## src/rtl/mips_ctrl_pkg.sv

```systemverilog
`default_nettype none
// ============================================================================
// Package     : mips_ctrl_pkg
// Description : Opcode, state and control-field encodings shared by the
//               multi-cycle MIPS controller blocks.
// Revision    : 1.0 - initial release
// ============================================================================
package mips_ctrl_pkg;

    localparam logic [5:0] c_OP_RTYPE = 6'b000000;
    localparam logic [5:0] c_OP_LW    = 6'b100011;
    localparam logic [5:0] c_OP_SW    = 6'b101011;
    localparam logic [5:0] c_OP_BEQ   = 6'b000100;
    localparam logic [5:0] c_OP_BNE   = 6'b000101;
    localparam logic [5:0] c_OP_ADDI  = 6'b001000;
    localparam logic [5:0] c_OP_ANDI  = 6'b001100;
    localparam logic [5:0] c_OP_ORI   = 6'b001101;
    localparam logic [5:0] c_OP_SLTI  = 6'b001010;
    localparam logic [5:0] c_OP_J     = 6'b000010;
    localparam logic [5:0] c_OP_JAL   = 6'b000011;

    typedef enum logic [3:0] {
        S_FETCH    = 4'd0,
        S_DECODE   = 4'd1,
        S_MEMADR   = 4'd2,
        S_MEMREAD  = 4'd3,
        S_MEMWB    = 4'd4,
        S_MEMWRITE = 4'd5,
        S_EXECUTE  = 4'd6,
        S_ALUWB    = 4'd7,
        S_BRANCH   = 4'd8,
        S_IEXEC    = 4'd9,
        S_IWB      = 4'd10,
        S_JUMP     = 4'd11,
        S_JAL      = 4'd12,
        S_TRAP     = 4'd13
    } state_t;

    localparam logic [2:0] c_ALUOP_ADD   = 3'b000;
    localparam logic [2:0] c_ALUOP_SUB   = 3'b001;
    localparam logic [2:0] c_ALUOP_FUNCT = 3'b010;
    localparam logic [2:0] c_ALUOP_AND   = 3'b011;
    localparam logic [2:0] c_ALUOP_OR    = 3'b100;
    localparam logic [2:0] c_ALUOP_SLT   = 3'b101;

    localparam logic [1:0] c_ALUSRCB_B     = 2'b00;
    localparam logic [1:0] c_ALUSRCB_FOUR  = 2'b01;
    localparam logic [1:0] c_ALUSRCB_IMM   = 2'b10;
    localparam logic [1:0] c_ALUSRCB_IMMSH = 2'b11;

    localparam logic [1:0] c_PCSRC_ALU    = 2'b00;
    localparam logic [1:0] c_PCSRC_ALUOUT = 2'b01;
    localparam logic [1:0] c_PCSRC_JUMP   = 2'b10;

    localparam logic [1:0] c_REGDST_RT  = 2'b00;
    localparam logic [1:0] c_REGDST_RD  = 2'b01;
    localparam logic [1:0] c_REGDST_R31 = 2'b10;

    localparam logic [1:0] c_MEMTOREG_ALU  = 2'b00;
    localparam logic [1:0] c_MEMTOREG_DATA = 2'b01;
    localparam logic [1:0] c_MEMTOREG_PC   = 2'b10;

endpackage
`default_nettype wire

```

## src/rtl/maindec_mc_ext.sv

```systemverilog
`default_nettype none
// ============================================================================
// Module      : maindec_mc_ext
// Description : Multi-cycle MIPS main decoder FSM with extended ISA, memory
//               ready handshake and illegal-opcode trap.
// Revision    : 1.0 - initial release
// ============================================================================
module maindec_mc_ext
    import mips_ctrl_pkg::*;
#(
    parameter bit EXT_ISA         = 1'b1,
    parameter bit MEM_HANDSHAKE   = 1'b1,
    parameter bit TRAP_ON_ILLEGAL = 1'b1
) (
    input  logic       clk,
    input  logic       reset,
    input  logic [5:0] op,
    input  logic       mem_ready,
    output logic       pcwrite,
    output logic       memwrite,
    output logic       irwrite,
    output logic       regwrite,
    output logic       alusrca,
    output logic       branch,
    output logic       branch_ne,
    output logic       iord,
    output logic       immsrc,
    output logic [1:0] memtoreg,
    output logic [1:0] regdst,
    output logic [1:0] alusrcb,
    output logic [1:0] pcsrc,
    output logic [2:0] aluop,
    output logic       illegal_op,
    output logic [3:0] state_o
);

    state_t state_q;
    state_t state_d;

    logic w_mem_rdy;
    logic w_is_rtype, w_is_lw, w_is_sw, w_is_beq, w_is_bne;
    logic w_is_addi, w_is_andi, w_is_ori, w_is_slti, w_is_j, w_is_jal;
    logic w_is_branch, w_is_imm;

    // Extended opcodes decode to nothing when the extension is disabled,
    // so they fall through to the illegal-opcode path.
    assign w_is_rtype  = (op == c_OP_RTYPE);
    assign w_is_lw     = (op == c_OP_LW);
    assign w_is_sw     = (op == c_OP_SW);
    assign w_is_beq    = (op == c_OP_BEQ);
    assign w_is_addi   = (op == c_OP_ADDI);
    assign w_is_j      = (op == c_OP_J);
    assign w_is_bne    = EXT_ISA && (op == c_OP_BNE);
    assign w_is_andi   = EXT_ISA && (op == c_OP_ANDI);
    assign w_is_ori    = EXT_ISA && (op == c_OP_ORI);
    assign w_is_slti   = EXT_ISA && (op == c_OP_SLTI);
    assign w_is_jal    = EXT_ISA && (op == c_OP_JAL);
    assign w_is_branch = w_is_beq || w_is_bne;
    assign w_is_imm    = w_is_addi || w_is_andi || w_is_ori || w_is_slti;

    assign w_mem_rdy = MEM_HANDSHAKE ? mem_ready : 1'b1;

    always_ff @(posedge clk) begin
        if (reset) begin
            state_q <= S_FETCH;
        end else begin
            state_q <= state_d;
        end
    end

    always_comb begin
        state_d = state_q;
        case (state_q)
            S_FETCH: begin
                if (w_mem_rdy) begin
                    state_d = S_DECODE;
                end
            end
            S_DECODE: begin
                if (w_is_rtype) begin
                    state_d = S_EXECUTE;
                end else if (w_is_lw || w_is_sw) begin
                    state_d = S_MEMADR;
                end else if (w_is_branch) begin
                    state_d = S_BRANCH;
                end else if (w_is_imm) begin
                    state_d = S_IEXEC;
                end else if (w_is_j) begin
                    state_d = S_JUMP;
                end else if (w_is_jal) begin
                    state_d = S_JAL;
                end else begin
                    state_d = TRAP_ON_ILLEGAL ? S_TRAP : S_FETCH;
                end
            end
            S_MEMADR: begin
                if (w_is_lw) begin
                    state_d = S_MEMREAD;
                end else if (w_is_sw) begin
                    state_d = S_MEMWRITE;
                end else begin
                    state_d = S_FETCH;
                end
            end
            S_MEMREAD: begin
                if (w_mem_rdy) begin
                    state_d = S_MEMWB;
                end
            end
            S_MEMWRITE: begin
                if (w_mem_rdy) begin
                    state_d = S_FETCH;
                end
            end
            S_EXECUTE: state_d = S_ALUWB;
            S_IEXEC:   state_d = S_IWB;
            S_MEMWB,
            S_ALUWB,
            S_IWB,
            S_BRANCH,
            S_JUMP,
            S_JAL,
            S_TRAP:    state_d = S_FETCH;
            default:   state_d = S_FETCH;
        endcase
    end

    always_comb begin
        pcwrite    = 1'b0;
        memwrite   = 1'b0;
        irwrite    = 1'b0;
        regwrite   = 1'b0;
        alusrca    = 1'b0;
        branch     = 1'b0;
        branch_ne  = 1'b0;
        iord       = 1'b0;
        immsrc     = 1'b0;
        memtoreg   = c_MEMTOREG_ALU;
        regdst     = c_REGDST_RT;
        alusrcb    = c_ALUSRCB_B;
        pcsrc      = c_PCSRC_ALU;
        aluop      = c_ALUOP_ADD;
        illegal_op = 1'b0;
        case (state_q)
            S_FETCH: begin
                alusrcb = c_ALUSRCB_FOUR;
                irwrite = w_mem_rdy;
                pcwrite = w_mem_rdy;
            end
            S_DECODE: begin
                alusrcb = c_ALUSRCB_IMMSH;
            end
            S_MEMADR: begin
                alusrca = 1'b1;
                alusrcb = c_ALUSRCB_IMM;
            end
            S_MEMREAD: begin
                iord = 1'b1;
            end
            S_MEMWB: begin
                regwrite = 1'b1;
                memtoreg = c_MEMTOREG_DATA;
                regdst   = c_REGDST_RT;
            end
            S_MEMWRITE: begin
                // Strobe stays up for the whole wait so memory can accept late.
                iord     = 1'b1;
                memwrite = 1'b1;
            end
            S_EXECUTE: begin
                alusrca = 1'b1;
                alusrcb = c_ALUSRCB_B;
                aluop   = c_ALUOP_FUNCT;
            end
            S_ALUWB: begin
                regwrite = 1'b1;
                regdst   = c_REGDST_RD;
                memtoreg = c_MEMTOREG_ALU;
            end
            S_BRANCH: begin
                alusrca   = 1'b1;
                alusrcb   = c_ALUSRCB_B;
                aluop     = c_ALUOP_SUB;
                pcsrc     = c_PCSRC_ALUOUT;
                branch    = w_is_beq;
                branch_ne = w_is_bne;
            end
            S_IEXEC: begin
                alusrca = 1'b1;
                alusrcb = c_ALUSRCB_IMM;
                if (w_is_andi) begin
                    aluop  = c_ALUOP_AND;
                    immsrc = 1'b1;
                end else if (w_is_ori) begin
                    aluop  = c_ALUOP_OR;
                    immsrc = 1'b1;
                end else if (w_is_slti) begin
                    aluop  = c_ALUOP_SLT;
                end else begin
                    aluop  = c_ALUOP_ADD;
                end
            end
            S_IWB: begin
                regwrite = 1'b1;
                regdst   = c_REGDST_RT;
                memtoreg = c_MEMTOREG_ALU;
            end
            S_JUMP: begin
                pcwrite = 1'b1;
                pcsrc   = c_PCSRC_JUMP;
            end
            S_JAL: begin
                // PC already holds PC+4 from FETCH, so it is the link value.
                pcwrite  = 1'b1;
                pcsrc    = c_PCSRC_JUMP;
                regwrite = 1'b1;
                regdst   = c_REGDST_R31;
                memtoreg = c_MEMTOREG_PC;
            end
            S_TRAP: begin
                illegal_op = 1'b1;
            end
            default: ;
        endcase
    end

    assign state_o = state_q;

endmodule
`default_nettype wire

```

## config.mk

```make
export PLATFORM = sky130hd
export DESIGN_NAME = maindec_mc_ext
export DESIGN_NICKNAME = d
export VERILOG_FILES = /design/src/rtl/mips_ctrl_pkg.sv /design/src/rtl/maindec_mc_ext.sv
export SDC_FILE = /design/constraint.sdc
export NUM_CORES = 1
export LEC_CHECK = 0
export CORE_MARGIN = 5
export CORE_UTILIZATION = 28
export DETAILED_ROUTE_END_ITERATION = 7
export GPL_TIMING_DRIVEN = 0
export HOLD_SLACK_MARGIN = 0.12
export PLACE_DENSITY = 0.57
export SLEW_MARGIN = 20
export SYNTH_ARGS = -nofsm -noshare
export SYNTH_HDL_FRONTEND = slang
export SYNTH_SLANG_ARGS = --single-unit
```

## constraint.sdc

```tcl
create_clock -name clk -period 4.5 [get_ports clk]
set_input_delay 0.9 -clock clk [delete_from_list [all_inputs] [get_ports clk]]
set_output_delay 0.9 -clock clk [all_outputs]
set_load 0.02 [all_outputs]
```

==> impl_metrics.tcl <==
set metrics [dict create \
    fp-row-count 18 \
    ant_nets 0 \
    fmax_ghz 0.252 \
    dp_hpwl_mm 1.69 \
    fin_skew_ns 0.00345 \
    nFillCells 251 \
    p_leak_nw 0.391 \
    yosysSeqAreaShare_pct 11.2 \
    hold_buffers 0 \
    reg2reg_depth 4 \
    start_util_pct 29.2 \
    max_cap_violations 0 \
    critPathKind "in2out" \
    synth_top_family_by_area "simple AND/OR/NAND/NOR gates" \
    port_buffers 31 \
    synth_seq_cells 4 \
    power_frac_clock_pct 17.1 \
    cts-resized-gates 0 \
    cp-start-kind "input pin" \
    synthSimpleGateAreaFrac_pct 48.9 \
    combPwrFrac_pct 66.6 \
    dieArea_mm2 0.00367 \
    final_cell_mix "31 x clkdlybuf4s50_1, 11 x nor2_1, 8 x nand2b_1, 7 x a21oi_1, 6 x nor3_1" \
    min_period_ns 3.96 \
    p_sw_share_pct 43.1 \
    avgSynthCellArea_um2 7.47 \
    num_vias 827 \
    path_depth 5 \
    rrSetupSlack_ns 2.98 \
    grt_max_degree 11 \
    cts_made_buffers 3 \
    worst-path-buf-inv 2 \
    min_path_cells 3 \
    cts_tree "done" \
    slew_violations 0 \
    grtUsageTotal_pct 12.4 \
    post-cts-setup-buffers 0 \
    setup_viol 0 \
    grt_pass1_vias 830 \
    max_stage_delay_ns 0.64 \
    critPathSlowestCell "clkdlybuf4s50_1" \
    power_density_mw_per_mm2 258 \
    yosys.area_share.xor_xnor_pct 1.22 \
    cts_root_buf "clkbuf_4" \
    ys_warn_count 0 \
    setup_ws_ns 0.539 \
    clk_pin_slew_worst_paths_ns 0.04 \
    synth_compound_area_share_pct 25.5 \
    whs_ns 0.723 \
    cp.arrival_ns 3.06 \
    wl_mm 2.17 \
    dp_slack_ns 0.558 \
    outcome "finished clean" \
    worstMarginPinSlew_ns 0.580 \
    seqPwrFrac_pct 16.4 \
    syn_to_final_growth_pct 51.7 \
    drive_gt1_share_pct 18.5 \
    gp_congestion 0.819 \
    synth_cells 96 \
    final_nets 141 \
    die_w_um 60.6 \
    p_switching_w 0.000121 \
    overflow 0 \
    hold_path.class "reg2reg" \
    synthMuxAreaShare_pct 2.97 \
    syn_nets 105 \
    n_antenna_cell 0 \
    rsz0062_at_grt "false" \
    async_flop_share_pct 0 \
    ys_types 43 \
    h-tree-depth 1 \
    cp_cell_sequence "clkdlybuf4s50_1 > nand2b_1 > or4_4 > o32ai_2 > clkdlybuf4s50_1" \
    largest_reg_flops 4 \
    viasPerCell 5.17 \
    irDropWorstVdd_mv 0.139 \
    period_share_pct 88.0 \
    insertion_delay_ns 0.25 \
    setup_tns_ns 0 \
    required_ns 3.60 \
    dr.pass1.iters 4 \
    grt_pass1_wl_mm 3.58 \
    worst_setup_path_end_kind "output pin" \
    grt_antenna_before_repair 0 \
    synth-main-ff-cell "dfxtp_1" \
    cts.sinks 4 \
    drt-initial-drc-count 21 \
    cts.path.max_buffers 2 \
    synthAdderAreaFrac_pct 0 \
    power.internal_w 0.000160 \
    hold_viol 0 \
    routedWlPerCell_um 13.6 \
    cp_max_fo 5 \
    path_delay_family "buffers and inverters" \
    coreArea_mm2 0.00245 \
    die_h_um 60.6 \
    synth_edf_count 0 \
    relSlewSlack_pct 61.0 \
    cpMostUsedCell "clkdlybuf4s50_1" \
    pin_count 34 \
    final_common_cell "clkdlybuf4s50_1" \
    synth_area_um2 717 \
    drc 0 \
]
-- power by group through the flow --
stage	Clock (W)	Sequential, W	Combinational (W)
after floorplan	0	0.0000519	0.000113
after global placement	0	0.0000460	0.000188
after detailed placement	0	0.0000466	0.000187
after CTS	0.0000471	0.0000460	0.000188
after global routing	0.0000491	0.0000463	0.000203
final	0.0000479	0.0000459	0.000187
-- stage by stage --
stage	total power [W]	instances	util, %	area (µm²)
after floorplan	0.000165	96	-	717
after CTS	0.000281	160	44.3	1090
final	0.000281	160	44.3	1090
after detailed placement	0.000234	157	43.4	1060
after global placement	0.000234	157	43.4	1060
after global routing	0.000298	160	44.3	1090
-- path summary, 6_finish.rpt --
check | start | end
max | op[4] | aluop[1]
min | state_o[2] | state_o[1]
max reg2reg | state_o[1] | state_o[1]
min reg2reg | state_o[2] | state_o[1]
-- Yosys cell counts, drive strengths merged, types with 2 or more instances --
master / n / area (µm²)
o21ai: 4 / 20.0
and2b: 2 / 17.5
nor3b: 2 / 15.0
a21oi: 7 / 35.0
nand2: 4 / 15.0
or4: 2 / 22.5
o32ai: 2 / 25.0
nor4: 2 / 12.5
or2: 3 / 18.8
dfxtp: 4 / 80.1
buf: 6 / 51.3
and3: 2 / 12.5
nand2b: 10 / 77.6
nor2: 12 / 52.6
clkbuf: 4 / 15.0
nor2b: 3 / 21.3
inv: 2 / 7.51
a2111oi: 5 / 65.1
nor3: 7 / 40.0
-- routing by layer --
| metal | part of all wire, % | routed length (µm) | up-vias | GRT usage [%] |
|---|---|---|---|---|
| li1 | - | - | 416 | - |
| met1 | 43 | 935 | 373 | 15.9 |
| met2 | 50 | 1080 | 34 | 20.8 |
| met3 | 5.8 | 126 | 4 | 1.91 |
| met4 | 1.1 | 24 | 0 | 4.64 |
| met5 | 0 | 0 | - | 0 |
-- logic make-up after synthesis --
kind of cell | Yosys count
compound gates | 23
buf+inv | 12
flops | 4
xor+xnor | 1
mux | 2
simple gates | 54
-- worst register-to-register path, stage by stage, from the launching register on --
cell,delay [ns]
dfxtp_1,0.37
clkbuf_1,0.39
nor2b_1,0.34
o311ai_0,0.20
a21oi_1,0.16
-- final cells by class --
class / instances / area [µm²] / area share [%]
multi-input cells: 80 / 563 / 51.8
repair buffers: 31 / 310 / 28.5
flip-flops and latches: 4 / 80.1 / 7.36
plain buffers: 10 / 66.3 / 6.10
well taps: 30 / 37.5 / 3.45
clock buffers: 3 / 22.5 / 2.07
inverters: 2 / 7.51 / 0.690
(Power assumes the default switching activity.)
